[config.mk]
export PLATFORM = sky130hd
export DESIGN_NAME = board_sequencer
export DESIGN_NICKNAME = d
export VERILOG_FILES = /design/src/rtl/board_pkg.sv /design/src/rtl/wait_timer.sv /design/src/rtl/board_sequencer.sv
export SDC_FILE = /design/constraint.sdc
export NUM_CORES = 1
export LEC_CHECK = 0
export ABC_AREA = 1
export BUFFER_PORTS_ARGS = -buffer_cell sky130_fd_sc_hd__clkbuf_2
export CORE_UTILIZATION = 45
export DETAILED_ROUTE_END_ITERATION = 8
export GPL_ROUTABILITY_DRIVEN = 0
export GPL_TIMING_DRIVEN = 0
export PLACE_DENSITY = 0.74
export SLEW_MARGIN = 10
export SYNTH_ARGS = -nofsm -noshare
export SYNTH_HDL_FRONTEND = slang
export SYNTH_HIERARCHICAL = 1
export SYNTH_SLANG_ARGS = --single-unit
[constraint.sdc]
create_clock -name clk -period 4.7 [get_ports clk]
set_clock_uncertainty 0.05 [all_clocks]
set_input_delay 0.47 -clock clk [delete_from_list [all_inputs] [get_ports clk]]
set_output_delay 0.47 -clock clk [all_outputs]
set_load 0.03 [all_outputs]
[src/rtl/board_pkg.sv]
// Shared types and sizes for the match-3 board sequencing logic.
package board_pkg;

    localparam int BOARD_DIM  = 8;
    localparam int CELL_BITS  = 3;
    localparam int BOARD_BITS = BOARD_DIM * BOARD_DIM * CELL_BITS;
    localparam int SCORE_W    = 16;
    localparam int COMBO_W    = 4;
    localparam int COUNT_W    = 7;
    localparam int PROD_W     = 11;

    typedef enum logic [2:0] {
        ST_IDLE,
        ST_CHECK,
        ST_UNDO,
        ST_CLEAR,
        ST_REFRESH,
        ST_FILL,
        ST_DONE,
        ST_ERROR
    } seq_state_t;

    // Score accumulation clamps at the top of the score range.
    function automatic logic [SCORE_W-1:0] sat_add(input logic [SCORE_W-1:0] a,
                                                  input logic [PROD_W-1:0]  b);
        logic [SCORE_W:0] sum;
        sum = {1'b0, a} + {{(SCORE_W + 1 - PROD_W){1'b0}}, b};
        return sum[SCORE_W] ? {SCORE_W{1'b1}} : sum[SCORE_W-1:0];
    endfunction

endpackage

[src/rtl/wait_timer.sv]
// Per-state wait counter; expired flags the last permitted cycle of a wait state.
module wait_timer #(
    parameter int LIMIT = 255
) (
    input  logic clk,
    input  logic reset,
    input  logic clear,
    input  logic enable,
    output logic expired
);

    localparam int CW = $clog2(LIMIT + 1);

    logic [CW-1:0] count;
    logic [CW-1:0] elapsed;

    // clear marks the first cycle of a new state, so that cycle counts as zero.
    assign elapsed = clear ? '0 : count;
    assign expired = enable && (elapsed >= CW'(LIMIT - 1));

    always_ff @(posedge clk or posedge reset) begin
        if (reset) begin
            count <= '0;
        end else if (!enable) begin
            count <= '0;
        end else if (!expired) begin
            count <= elapsed + 1'b1;
        end
    end

endmodule

[src/rtl/board_sequencer.sv]
// Move sequencer: swap check, clear/refresh/fill cascade, combo and score tracking.
//   state      | meaning
//   IDLE       | waiting for a swap
//   CHECK      | match detector evaluating the board
//   UNDO       | no match on first check, revert swap
//   CLEAR      | eliminating marked cells
//   REFRESH    | gravity/compaction running
//   FILL       | refilling empty cells
//   DONE       | cascade finished, board stable
//   ERROR      | wait timeout, held until reset
module board_sequencer
    import board_pkg::*;
#(
    parameter int TIMEOUT_CYCLES = 255,
    parameter int MAX_COMBO      = 15
) (
    input  logic               clk,
    input  logic               reset,
    input  logic               swap_req,
    output logic               swap_ack,
    output logic               match_start,
    input  logic               match_done,
    input  logic               match_found,
    input  logic [COUNT_W-1:0] match_count,
    output logic               clear_start,
    input  logic               clear_done,
    output logic               ok_to_refresh,
    input  logic               refreshed,
    output logic               fill_start,
    input  logic               fill_done,
    output logic               swap_undo,
    output logic               settle_done,
    output logic               busy,
    output logic [COMBO_W-1:0] combo,
    output logic [SCORE_W-1:0] score,
    output logic               error
);

    seq_state_t         state;
    logic               timer_clr;
    logic               wait_en;
    logic               expired;
    logic [COMBO_W-1:0] combo_next;
    logic [PROD_W-1:0]  product;

    assign wait_en = (state == ST_CHECK) || (state == ST_CLEAR) ||
                     (state == ST_REFRESH) || (state == ST_FILL);
    assign busy    = !((state == ST_IDLE) || (state == ST_ERROR));

    assign combo_next = (combo >= COMBO_W'(MAX_COMBO)) ? COMBO_W'(MAX_COMBO) : combo + 1'b1;
    assign product    = PROD_W'(match_count) * PROD_W'(combo_next);

    wait_timer #(.LIMIT(TIMEOUT_CYCLES)) u_wait_timer (
        .clk     (clk),
        .reset   (reset),
        .clear   (timer_clr),
        .enable  (wait_en),
        .expired (expired)
    );

    always_ff @(posedge clk or posedge reset) begin
        if (reset) begin
            state         <= ST_IDLE;
            swap_ack      <= 1'b0;
            match_start   <= 1'b0;
            clear_start   <= 1'b0;
            ok_to_refresh <= 1'b0;
            fill_start    <= 1'b0;
            swap_undo     <= 1'b0;
            settle_done   <= 1'b0;
            combo         <= '0;
            score         <= '0;
            error         <= 1'b0;
            timer_clr     <= 1'b0;
        end else begin
            swap_ack    <= 1'b0;
            match_start <= 1'b0;
            clear_start <= 1'b0;
            fill_start  <= 1'b0;
            swap_undo   <= 1'b0;
            settle_done <= 1'b0;
            timer_clr   <= 1'b0;
            case (state)
                ST_IDLE: begin
                    if (swap_req) begin
                        state       <= ST_CHECK;
                        swap_ack    <= 1'b1;
                        match_start <= 1'b1;
                        combo       <= '0;
                        timer_clr   <= 1'b1;
                    end
                end
                ST_CHECK: begin
                    // A done arriving alongside its own start pulse is stale.
                    if (match_done && !match_start) begin
                        timer_clr <= 1'b1;
                        if (match_found) begin
                            state       <= ST_CLEAR;
                            clear_start <= 1'b1;
                            combo       <= combo_next;
                            score       <= sat_add(score, product);
                        end else if (combo == '0) begin
                            state     <= ST_UNDO;
                            swap_undo <= 1'b1;
                        end else begin
                            state       <= ST_DONE;
                            settle_done <= 1'b1;
                        end
                    end else if (expired) begin
                        state <= ST_ERROR;
                        error <= 1'b1;
                    end
                end
                ST_CLEAR: begin
                    if (clear_done && !clear_start) begin
                        state         <= ST_REFRESH;
                        ok_to_refresh <= 1'b1;
                        timer_clr     <= 1'b1;
                    end else if (expired) begin
                        state <= ST_ERROR;
                        error <= 1'b1;
                    end
                end
                ST_REFRESH: begin
                    if (refreshed) begin
                        state         <= ST_FILL;
                        ok_to_refresh <= 1'b0;
                        fill_start    <= 1'b1;
                        timer_clr     <= 1'b1;
                    end else if (expired) begin
                        state         <= ST_ERROR;
                        ok_to_refresh <= 1'b0;
                        error         <= 1'b1;
                    end
                end
                ST_FILL: begin
                    if (fill_done && !fill_start) begin
                        state       <= ST_CHECK;
                        match_start <= 1'b1;
                        timer_clr   <= 1'b1;
                    end else if (expired) begin
                        state <= ST_ERROR;
                        error <= 1'b1;
                    end
                end
                ST_UNDO, ST_DONE: begin
                    state <= ST_IDLE;
                end
                ST_ERROR: begin
                    error <= 1'b1;
                end
                default: begin
                    state <= ST_IDLE;
                end
            endcase
        end
    end

endmodule
Word level (Yosys, flattened, before mapping) --
Cells that the tools add are included.
Word-level totals: output and inout port bits 29, bits in latches 0, input bits 15, bits in registers 40, RAM bits 0, bits in read-only memories 0, memories kept 0
Operators by class: div/mod/pow operators 0, equal/unequal tests 17, shift-type cells 0, muxes and demuxes 48, bitwise operators 0, reductions and logical operators 24, multiply operators 1, add/sub/neg operators 3, $lt $le $gt $ge 2
Operator list (number):
- two-way mux 1 bit | 26
- two-way mux 3 bit | 8
- two-way mux 8 bit | 3
- one-hot mux 3 bit (6 select lines) | 1
- adder 16 x 11 -> 17 bit | 1
- two-way mux 16 bit | 1
- two-way mux 4 bit | 4
- inequality test 2 bit (second input constant) | 7
- == test 3 bit (second input constant) | 4
- multiplier 7 x 4 -> 11 bit | 1
- one-hot mux 1 bit (5 select lines) | 2
- adder 8 x 1 -> 8 bit (second input constant) | 1
- greater-or-equal comparator 8 bit (second input constant) | 1
- one-hot mux 4 bit (2 select lines) | 1
- == test 3 x 2 -> 1 bit (second input constant) | 2
- AND reduction 3 bit | 2
- nonzero test 6 bit | 1
- AND reduction 5 bit | 1
- nonzero test 5 bit | 1
- adder 4 x 1 -> 4 bit (second input constant) | 1
- greater-or-equal comparator 4 bit (second input constant) | 1
- logical AND 1 bit | 4
- logical NOT 1 bit | 4
- logical NOT 4 bit | 1
- 10 further kinds | 16

Logic depth before layout (Yosys ltp) --
Gate-level depths: netlist of the first run.
word-level depth 8, gate-level depth with buffers 23, depth with buffers taken out 23

Hierarchy --
The synthesis of the first run kept the hierarchy.
By module, submodules not included:
- board_sequencer | sequential area each 800.8 µm², instances 1, area each 3161.8 µm², cells an instance 454
- wait_timer | sequential area each 200.2 µm², instances 1, area each 590.6 µm², cells an instance 92

Worst setup path after synthesis of the first run --
No wires, ideal clock.
kind reg2reg, start point register combo[0], end point register score[13], buffers on the path 0, setup slack 0.537 ns, cell stages (with the launch flop) 21, data arrival time 3.987 ns, setup time 0.126 ns, clock period less this slack 4.163 ns, cell sequence dfrtp_1 > ha_1 > inv_1 > nor3_1 > nor3b_1 > inv_1 > nand2_1 > inv_1 > fa_1 > fa_1 > inv_1 > fa_1 > inv_1 > ha_1 > or2_2 > nand3_1 > nand2_1 > nand2_1 > nand2_1 > nand3b_1 > nand3_1
Between the ends: longest elaborated chain between the ends 5, elaborated cells on any way between the ends 6, those cells by class 2 x add/sub; 1 x mul; 1 x order compare; 2 x mux
RTL lines:
- start, declared | RTL line board_sequencer.sv:34 | output logic [COMBO_W-1:0] combo,
- start signal, assigned | RTL line board_sequencer.sv:100 | combo <= combo_next;
- adder 4 x 1 -> 4 bit or greater-or-equal comparator 4 bit (tied branches) | RTL line board_sequencer.sv:50 | assign combo_next = (combo >= COMBO_W'(MAX_COMBO)) ? COMBO_W'(MAX_COMBO) : combo + 1'b1;
- two-way mux 4 bit * | RTL line board_sequencer.sv:50
- multiplier 7 x 4 -> 11 bit * | RTL line board_sequencer.sv:51 | assign product = PROD_W'(match_count) * PROD_W'(combo_next);
- adder 16 x 11 -> 17 bit * | RTL line board_pkg.sv:27 | sum = {1'b0, a} + {{(SCORE_W + 1 - PROD_W){1'b0}}, b};
- two-way mux 16 bit * | RTL line board_pkg.sv:28 | return sum[SCORE_W] ? {SCORE_W{1'b1}} : sum[SCORE_W-1:0];
- end signal, assigned | RTL line board_sequencer.sv:101 | score <= sat_add(score, product);
- end, declared | RTL line board_sequencer.sv:35 | output logic [SCORE_W-1:0] score,
Mark *: on every way between the ends. The rest lies on a longest branch, timed or not. A chain may end at the register's enable or synchronous reset.

Final worst setup path of the first run --
start point register combo[0], end point register score[11]
Same word-level chain as after synthesis.

==> results of run 1 <==
==> worst reg2reg max path, delay by kind of cell, from the launching register on <==
family                   cells  cell delay (ns)
AO/OA/AOI/OAI                2             0.24
adder cells (fa/ha/maj)      5             2.08
AND/OR/NAND/NOR             10             1.06
flip-flops                   1             0.43
buffers and inverters        5             0.41
==> cells in the final DEF, fill, tap and decap left out, types with 2 or more instances in the layout <==
cell type	instances
fa_1	18
nor2_2	3
nand3b_1	2
o21ai_2	2
nor3_2	2
dfrtp_1	40
nor2_1	61
nor3_1	3
o21ai_1	3
nand2_1	144
buf_2	2
clkbuf_2	43
nand4_1	6
a21o_1	2
clkbuf_8	5
a21oi_1	9
inv_1	128
o22ai_1	3
nand3_2	3
and2_1	3
nand3_1	46
o211ai_1	3
o21ai_0	11
nand2_4	2
inv_2	6
bufinv_16	2
ha_1	25
or2_2	2
nand2_2	2
==> area by class of cell <==
| type | count | share of cell area (%) |
|---|---|---|
| Multi-Input combinational cell | 366 | 51.74 |
| Sequential cell | 40 | 23.64 |
| Inverter | 135 | 12.15 |
| Timing Repair Buffer | 43 | 5.083 |
| Tap cell | 102 | 3.014 |
| Clock buffer | 5 | 1.625 |
| Clock inverter | 2 | 1.418 |
| Buffer | 5 | 1.330 |
==> layer usage <==
layer	global-route usage [%]	up-vias
met5	0	-
met4	5.769	0
met3	2.764	12
met2	36.15	75
met1	26.30	1596
li1	-	1750
==> worst paths after layout <==
check	start	endpoint	slack, ns	cells past startpoint
min reg2reg	error	error	0.41	1
min	reset	u_wait_timer/count[7]	0.08	2
min in group clk	refreshed	fill_start	0.39	3
max in group asynchronous	reset	match_start	3.92	2
max reg2reg	combo[0]	score[11]	0.33	22
max	combo[0]	score[11]	0.33	22
==> where the power goes <==
part | switching, W | total, W | internal, W | leakage [nW]
logic | 0.000415 | 0.000642 | 0.000228 | 1.93
registers | 0.00000909 | 0.000364 | 0.000355 | 0.505
clock network | 0.000126 | 0.000336 | 0.000209 | 0.0642
total | 0.000550 | 0.00134 | 0.000791 | 2.50
==> through the flow <==
step           util [%]  instances  hold WS, ns
2_1_floorplan         -        546       0.2357
3_3_place_gp      51.92        691       0.3811
3_5_place_dp      51.92        691       0.3928
4_1_cts           53.55        698      0.07574
5_1_grt           53.68        698       0.1068
6_report          53.68        698      0.07933
==> registers in the layout (all words and copies together), names as in the netlist <==
signal,cells
settle_done,1
error,1
swap_ack,1
timer_clr,1
combo,4
state,3
fill_start,1
score,16
ok_to_refresh,1
swap_undo,1
clear_start,1
u_wait_timer/count,8
match_start,1
==> kinds of logic after synthesis <==
kind of cell | synth area share [%]
and+or+nand+nor | 33.61
buffers and inverters | 15.20
adders and majority gates | 17.94
DFF | 26.68
AOI/OAI and AO/OA | 6.102
xor gates and xnor gates | 0.4669
==> repair_timing <==
| item | CTS | global route |
|---|---|---|
| resized for setup | 0 | 4 |
| setup endpoints to repair | 0 | 7 |
| hold endpoints to repair | 0 | 0 |
==> summary.txt, run 1 <==
Outcome
  • Status: finished, final reports clean

Logic synthesis
  • Post-synth EDFFs: 0
  • Syn_nets: 604
  • YS warnings: 6
  • Synth cell count leaders: nand2_1 (144), inv_1 (130), nor2_1 (61), nand3_1 (46), dfrtp_1 (40)
  • Avg Cell Area, Syn: 6.872 µm²
  • Post-synth top area cell: dfrtp_1
  • Yosys reg bits: 40
  • Syn Std Cell Area: 3752 µm²
  • Main synth FF type: dfrtp_1
  • Post-synth top area share: 26.68%
  • Async SR Flop Fraction: 100.0%
  • Ranking of synthesized cells by area: dfrtp_1 (27%), nand2_1 (14%), inv_1 (13%)
  • Syn Inst Count: 546
  • Count leader, synth: nand2_1
  • Sequential-to-total area share from yosys stat: 26.68%
  • Distinct cells, synth: 40

Global routing
  • Largest net degree at the start of global routing: 33
  • First-pass GRT wire length: 14260 µm
  • Gr ovfl total: 0
  • Initial antenna violation count: 0
  • Vias in the first global route: 3223
  • Total global-route track usage: 20.55%

Setup path
  • Worst Path Required: 4.84 ns
  • Startpoint types: flip-flop
  • Crit path capture type: flip-flop
  • Critical path class: reg -> reg
  • Cell Chain, Critical Path: ha_1 -> inv_1 -> o21ai_0 -> o21ai_1 -> inv_1 -> nor2_1 -> fa_1 -> fa_1 -> inv_1 -> fa_1 -> inv_1 -> ha_1 -> nand2_1 -> inv_1 -> nand2_1 -> nand2_1 -> nand2_1 -> nand3_2 -> nand2_2 -> nand2_1 -> nor2_1 -> nor2_1
  • Crit-path max cell delay: 0.54 ns
  • Top delay family on crit path: adder cells
  • Worst path slowest cell: fa_1
  • Arrival @ worst endpoint: 4.51 ns
  • Max Fanout on Critical Path: 8
  • CP bufs+invs: 5

STA
  • Fin crit share: 92.97%
  • Worst slew margin: 53.56%
  • Fin. Hold Viols: 0
  • Post-layout min period: 4.370 ns
  • Fmax: 228.9 MHz
  • Setup TNS: 0 ns
  • Setup WS post-layout: 0.3304 ns
  • Pins Over Slew Limit: 0
  • Worst-Margin Slew: 0.6955 ns
  • RSZ-0062 raised after global routing: false
  • # setup viols final: 0

Routing
  • DR top layer: met4
  • Drt drc: 0
  • Detailed Routing Iterations Pass 1: 4
  • Drt via density: 4.918
  • Routed wl met2: 3998 µm
  • Post-Route WL: 8181 µm
  • Met3 wire len: 334 µm
  • Routed metal-1 wirelength: 3733 µm
  • Vias: 3433
  • Drt wl/cell: 11.72 µm
  • Final ANT Viol Nets: 0
  • DRT iter0 DRCs: 89

Run
  • Max-cap check violation count: 0

Final layout
  • Finished Cell Area: 4234 µm²
  • Antenna diodes: 0
  • Multi-input gate area: 2191 µm²
  • Storage cell area: 1001 µm²
  • Share of cells above drive strength 1: 14.09%
  • Area growth from synthesis to layout: 12.84%
  • Fillers: 756
  • Fin nets: 654

Pwr
  • Pleak: 2.497 nW
  • Overall power: 0.001341 W
  • Worst vdd ir: 0.1926 mV
  • Pwr per Cell Area: 316.8 nW/µm²

Clock tree
  • CTS tree: built
  • Clock Path Buffers: 2
  • CTS Hold Bufs: 0
  • Post-CTS Setup Repair Bufs: 0
  • Clock Latency Late Sink: 0.29 ns
  • Number of CTS-inserted buffers: 5
  • H-tree lvl count: 2
  • CTS sink cnt: 40
  • Clock root buffer master: clkbuf_8
  • CTS clk-pin slew, worst paths: 0.08 ns

Floorplan
  • Core box area: 7888 µm²
  • # rows: 32
  • Boundary pin count: 44
  • Full die area: 8708 µm²
  • Initial Util: 47.57%
  • DIE HEIGHT: 93.32 µm
  • Chip width: 93.32 µm

Placement
  • DP Worst Slack: 0.2606 ns
  • I/O Buffers: 43
  • Placed inst area: 4095 µm²
  • Final HPWL from detailed placement: 6671 µm

Min path
  • Hold Path Class: in -> async
(Power assumes the default switching activity.)
==> run 2, diff against run 1 <==
Settings changed: ABC_AREA 1 to unset, PLACE_DENSITY 0.74 to 0.75.
==> summary.txt, run 2 <==
Clock tree
  • CTS clk-pin slew, worst paths: 0.09 ns
  • Number of CTS-inserted buffers: 5
  • Clock root buffer master: clkbuf_8
  • CTS sink cnt: 40
  • CTS tree: built
  • H-tree lvl count: 2
  • Clock Path Buffers: 2
  • Clock Latency Late Sink: 0.30 ns

STA
  • Fin. Hold Viols: 0
  • Setup WS post-layout: 0.1696 ns
  • Fmax: 220.7 MHz
  • Post-layout min period: 4.530 ns
  • Pins Over Slew Limit: 0
  • Fin crit share: 96.39%
  • Worst-Margin Slew: 0.7004 ns
  • Worst slew margin: 53.24%
  • # setup viols final: 0

Logic synthesis
  • Post-synth EDFFs: 0
  • Avg Cell Area, Syn: 9.047 µm²
  • Async SR Flop Fraction: 100.0%
  • Sequential-to-total area share from yosys stat: 29.66%
  • YS warnings: 6
  • Distinct cells, synth: 61
  • Post-synth top area cell: dfrtp_1
  • Ranking of synthesized cells by area: dfrtp_1 (30%), fa_1 (11%), ha_1 (9.3%)
  • Adder-cell share of the synthesized area: 19.95%
  • Syn_nets: 431
  • Post-synthesis mux area share: 1.520%
  • Synth cell count leaders: inv_1 (55), dfrtp_1 (40), nand2_1 (33), ha_1 (25), and2_1 (20)
  • Count leader, synth: inv_1
  • Syn Inst Count: 373
  • Main synth FF type: dfrtp_1
  • Syn Std Cell Area: 3374 µm²
  • Simple-gate share of the synthesized area: 23.14%
  • Synth Area in Compound Gates: 14.28%
  • Yosys reg bits: 40
  • Main combinational cell family by area after synthesis: simple AND/OR/NAND/NOR gates
  • Synth Area in XOR/XNOR: 3.893%
  • Post-synth top area share: 29.66%

Setup path
  • Crit path capture type: flip-flop
  • Startpoint types: flip-flop
  • Max Fanout on Critical Path: 8
  • Worst Setup EP: score[10]
  • Worst Path Required: 4.82 ns
  • Critical path class: reg -> reg
  • Worst path slowest cell: fa_1
  • Cell Chain, Critical Path: ha_4 -> nor2_2 -> mux2i_4 -> and2_1 -> fa_1 -> fa_1 -> inv_1 -> fa_1 -> inv_1 -> ha_1 -> a21o_1 -> a21oi_2 -> nand2_1 -> o31ai_4 -> xor2_1 -> o211ai_2
  • Crit-path most repeated cell: fa_1
  • R2R setup slack: 0.17 ns
  • Crit-path max cell delay: 0.56 ns
  • CP Launch Point: combo[0]
  • Arrival @ worst endpoint: 4.65 ns
  • Reg-to-Reg End: score[10]
  • Reg2Reg Launch Point: combo[0]
  • R2r worst-path depth: 16

Floorplan
  • Boundary pin count: 44
  • Chip width: 88.60 µm
  • Full die area: 7849 µm²
  • # rows: 31
  • Core box area: 7253 µm²
  • Initial Util: 46.52%
  • DIE HEIGHT: 88.60 µm

Global routing
  • Gr ovfl total: 0
  • Initial antenna violation count: 0
  • Largest net degree at the start of global routing: 33
  • First-pass GRT wire length: 11990 µm
  • Total global-route track usage: 19.67%
  • Vias in the first global route: 2631

Outcome
  • Status: finished, final reports clean

Pwr
  • Worst vdd ir: 0.3765 mV
  • Pwr per Cell Area: 634.0 nW/µm²
  • Pleak: 2.010 nW

Final layout
  • Area growth from synthesis to layout: 17.02%
  • Most frequent cells in the layout: inv_1 (54), clkbuf_2 (43), dfrtp_1 (37), nand2_1 (33), ha_1 (24)
  • Largest regs: score: 16 flops, u_wait_timer/count: 8 flops, combo: 4 flops
  • Most flops, register: score
  • Finished Cell Area: 3949 µm²
  • Antenna diodes: 0
  • Max FFs per register: 16
  • Share of cells above drive strength 1: 22.56%
  • Fin nets: 487
  • Commonest non-fill, non-tap cell in the layout: inv_1

Min path
  • Hold Path Class: in -> async

Routing
  • Final ANT Viol Nets: 0
  • Drt via density: 5.261
  • Drt drc: 0
  • DRT iter0 DRCs: 138
  • Drt wl/cell: 13.89 µm
  • Detailed Routing Iterations Pass 1: 4
  • Post-Route WL: 7348 µm
  • Vias: 2783

Run
  • Max-cap check violation count: 0

Placement
  • I/O Buffers: 43
  • Final HPWL from detailed placement: 5633 µm
  • Placed inst area: 3714 µm²
  • DP Worst Slack: -0.3059 ns
==> run 2: changes by cell type in the layout (fill, tap and decap cells not counted), sizes merged, moves of 5 or more <==
cell    change
and2       +17
nand2     -112
nor2b      +11
nor2       -46
xnor2       +5
nand3      -28
nand4       -5
clkbuf      +5
nand2b      +7
buf         +6
xor2        +8
inv        -79
==> run 2: through the flow <==
stage                     utilization (%)  power [W]  setup TNS, ns  hold WS, ns  cells
after detailed placement            51.20   0.002131         -4.246       0.3806    515
after CTS                           53.48   0.002449              0      0.05319    524
after global placement              51.20   0.002092         -2.610       0.3666    515
final                               54.44   0.002503              0      0.04901    529
after global routing                54.44   0.002730      -0.009139      0.06595    529
after floorplan                         -   0.001796              0       0.2357    373
==> run 2: critical path, delay by kind of cell, from the launching register on <==
family	cells	cell delay, ns
fa+ha+maj	5	2.14
flops	1	0.47
mux	1	0.13
buf+inv	2	0.09
compound gates	4	0.75
xor+xnor	1	0.23
simple gates	3	0.53
==> run 2: routing by layer <==
metal	global-route usage, %	share of wire (%)	vias up
met3	3.451	2.9	8
met2	34.34	50	46
met4	4.985	0.88	0
met1	25.25	46	1373
met5	0	0	-
li1	-	-	1356
==> run 2: worst min-delay path by stage <==
stage / startpoint / depth (start not counted) / endpoint / slack (ns)
after CTS: reset / 2 / u_wait_timer/count[6] / 0.05
final: reset / 2 / u_wait_timer/count[6] / 0.05
after detailed placement: reset / 2 / u_wait_timer/count[7] / 0.38
after floorplan: reset / 1 / u_wait_timer/count[0] / 0.24
after global routing: reset / 2 / u_wait_timer/count[7] / 0.07
after global placement: reset / 2 / u_wait_timer/count[7] / 0.37
==> run 2: cells by family (layout without fill, tap and decap cells) <==
logic type / after synthesis / in the layout
flops: 40 / 40
mux: 4 / 4
buf+inv: 65 / 122
xor+xnor: 15 / 15
compound gates: 69 / 69
simple gates: 137 / 137
fa+ha+maj: 43 / 43
==> run 2: repair_timing <==
item | CTS | global route
hold buffers | 0 | 0
buffers inserted | 1 | 5
gates resized for setup | 8 | 8
pin swaps | 1 | 0
endpoints found under the setup margin | 16 | 16
==> run 2: power breakdown <==
part | switching [W] | total, W | internal, W
combinational | 0.00102 | 0.00168 | 0.000661
clock | 0.000134 | 0.000294 | 0.000160
sequential | 0.0000853 | 0.000528 | 0.000442
total | 0.00124 | 0.00250 | 0.00126
==> run 2: layout make-up <==
class	instances	area [µm²]
multi-input cells	268	2190
flip-flops and latches	40	1005
clock buffers	5	68.82
inverters	55	206.4
well taps	99	123.9
fillers	690	3304
repair buffers	49	260.3
clock inverters	3	46.29
plain buffers	10	48.80
==> run 3, diff against run 2 <==
Settings changed: CORE_MARGIN set to 3, CTS_CLUSTER_SIZE set to 30, GPL_ROUTABILITY_DRIVEN 0 to 1.
==> summary.txt, run 3 (synthesized netlist as in run 2, its figures left out) <==
Outcome
  • Status: finished, final reports clean

Final layout
  • Largest regs: score: 16 flops, u_wait_timer/count: 8 flops, combo: 4 flops
  • Area growth from synthesis to layout: 17.09%
  • Share of cells above drive strength 1: 24.07%
  • Finished Cell Area: 3951 µm²
  • Most frequent cells in the layout: inv_1 (54), clkbuf_2 (43), dfrtp_1 (37), nand2_1 (32), ha_1 (22)
  • Max FFs per register: 16
  • Antenna diodes: 0
  • Commonest non-fill, non-tap cell in the layout: inv_1
  • Fin nets: 489
  • Final Util: 56.29%
  • Most flops, register: score

Global routing
  • Total global-route track usage: 18.50%
  • Initial antenna violation count: 0
  • Gr ovfl total: 0
  • Vias in the first global route: 2735
  • First-pass GRT wire length: 12940 µm
  • Largest net degree at the start of global routing: 33

Routing
  • Drt wl/cell: 14.29 µm
  • Detailed Routing Iterations Pass 1: 4
  • Vias: 2771
  • Drt via density: 5.248
  • Final ANT Viol Nets: 0
  • DRT iter0 DRCs: 119
  • Post-Route WL: 7543 µm
  • Drt drc: 0

Run
  • Max-cap check violation count: 0

STA
  • Post-layout min period: 4.486 ns
  • Pins Over Slew Limit: 0
  • # setup viols final: 0
  • Fin. Hold Viols: 0
  • Fmax: 222.9 MHz
  • Worst slew margin: 51.76%
  • Setup WS post-layout: 0.2137 ns
  • Fin crit share: 95.45%
  • Worst-Margin Slew: 0.7226 ns

Floorplan
  • # rows: 30
  • Boundary pin count: 44
  • Core box area: 7019 µm²
  • Full die area: 8574 µm²
  • Chip width: 92.60 µm
  • DIE HEIGHT: 92.60 µm
  • Initial Util: 48.07%

Setup path
  • Crit-path most repeated cell: fa_1
  • Top delay family on crit path: adder cells
  • Arrival @ worst endpoint: 4.65 ns
  • CP bufs+invs: 4
  • Worst path slowest cell: fa_1
  • Startpoint types: flip-flop
  • Crit path capture type: flip-flop
  • Crit-path max cell delay: 0.54 ns
  • Cell Chain, Critical Path: ha_4 -> nor2_2 -> mux2i_4 -> and2_1 -> fa_1 -> fa_1 -> inv_1 -> fa_1 -> inv_1 -> ha_2 -> nand4_1 -> a211oi_2 -> nor3_2 -> buf_4 -> or3_1 -> buf_6 -> o211ai_2
  • Worst Path Required: 4.86 ns
  • Max Fanout on Critical Path: 10
  • Critical path class: reg -> reg

Placement
  • Placed inst area: 3710 µm²
  • RD Place Congestion: 0.8730
  • I/O Buffers: 43
  • DP Worst Slack: -0.2751 ns
  • Final HPWL from detailed placement: 5697 µm

Clock tree
  • Clock Latency Late Sink: 0.30 ns
  • CTS clk-pin slew, worst paths: 0.09 ns
  • Clock root buffer master: clkbuf_8
  • CTS sink cnt: 40
  • CTS Hold Bufs: 0
  • Clock Path Buffers: 2
  • CTS tree: built
  • H-tree lvl count: 2
  • Number of CTS-inserted buffers: 5

Pwr
  • Pleak: 2.010 nW
  • Overall power: 0.002489 W
  • Clock power frac: 9.4%
  • Psw: 0.001250 W
  • Comb pwr share: 69.4%
  • Sw Ratio: 50.23%
  • Pwr per Cell Area: 629.9 nW/µm²
  • Sequential share of power: 21.2%
  • Worst vdd ir: 0.2727 mV
  • Pint: 0.001239 W

Min path
  • Hold Path Class: in -> async
## run 3: metrics by stage
| stage | hold WS [ns] | instances | TNS [ns] |
|---|---|---|---|
| after global placement | 0.3645 | 512 | -2.883 |
| after global routing | 0.07638 | 528 | -0.004815 |
| after CTS | 0.06226 | 521 | 0 |
| final | 0.05817 | 528 | 0 |
| after floorplan | 0.2357 | 373 | 0 |
| after detailed placement | 0.3903 | 512 | -3.720 |
## run 3: cell type report
| class | instances | area [µm²] |
|---|---|---|
| Buffer | 10 | 48.80 |
| Clock buffer | 5 | 68.82 |
| Clock inverter | 3 | 18.77 |
| Fill cell | 635 | 3068 |
| Inverter | 55 | 206.4 |
| Multi-Input combinational cell | 268 | 2208 |
| Sequential cell | 40 | 1005 |
| Tap cell | 96 | 120.1 |
| Timing Repair Buffer | 51 | 275.3 |
## run 3: worst reg2reg max path, cell delays in order (launching register included)
cell,delay (ns)
dfrtp_2,0.47
ha_4,0.20
nor2_2,0.15
mux2i_4,0.14
and2_1,0.22
fa_1,0.50
fa_1,0.54
inv_1,0.05
fa_1,0.50
inv_1,0.05
ha_2,0.36
nand4_1,0.17
a211oi_2,0.23
nor3_2,0.05
buf_4,0.15
or3_1,0.32
buf_6,0.17
o211ai_2,0.08
## run 3: routing by layer
layer	part of all wire [%]	GRT usage [%]	vias up
met2	47	29.61	51
met5	0	0	-
met3	3.9	3.737	8
met4	1.2	5.446	0
met1	48	25.34	1351
li1	-	-	1361
## run 3: final timing paths
check | startpoint | end | slack, ns | depth (start not counted)
max | combo[0] | score[3] | 0.21 | 17
min | reset | u_wait_timer/count[6] | 0.06 | 2
max reg2reg | combo[0] | score[3] | 0.21 | 17
min reg2reg | error | error | 0.42 | 1
max in group asynchronous | reset | combo[2] | 3.86 | 2
min in group clk | match_found | swap_undo | 0.35 | 2
## run 3: repair_timing
item                                    4_1_cts  5_1_grt
pin swaps                                     1        3
endpoints found under the setup margin       16       16
buffers inserted                              1        7
gates resized for setup                       6       15
## run 3: power by group through the flow
| stage | Clock [W] | Combinational [W] | Sequential (W) |
|---|---|---|---|
| finish | 0.000233 | 0.00173 | 0.000527 |
| global route | 0.000255 | 0.00195 | 0.000541 |
| CTS | 0.000239 | 0.00162 | 0.000526 |
| detailed placement | 0 | 0.00161 | 0.000533 |
| global placement | 0 | 0.00157 | 0.000526 |
| floorplan | 0 | 0.00115 | 0.000646 |
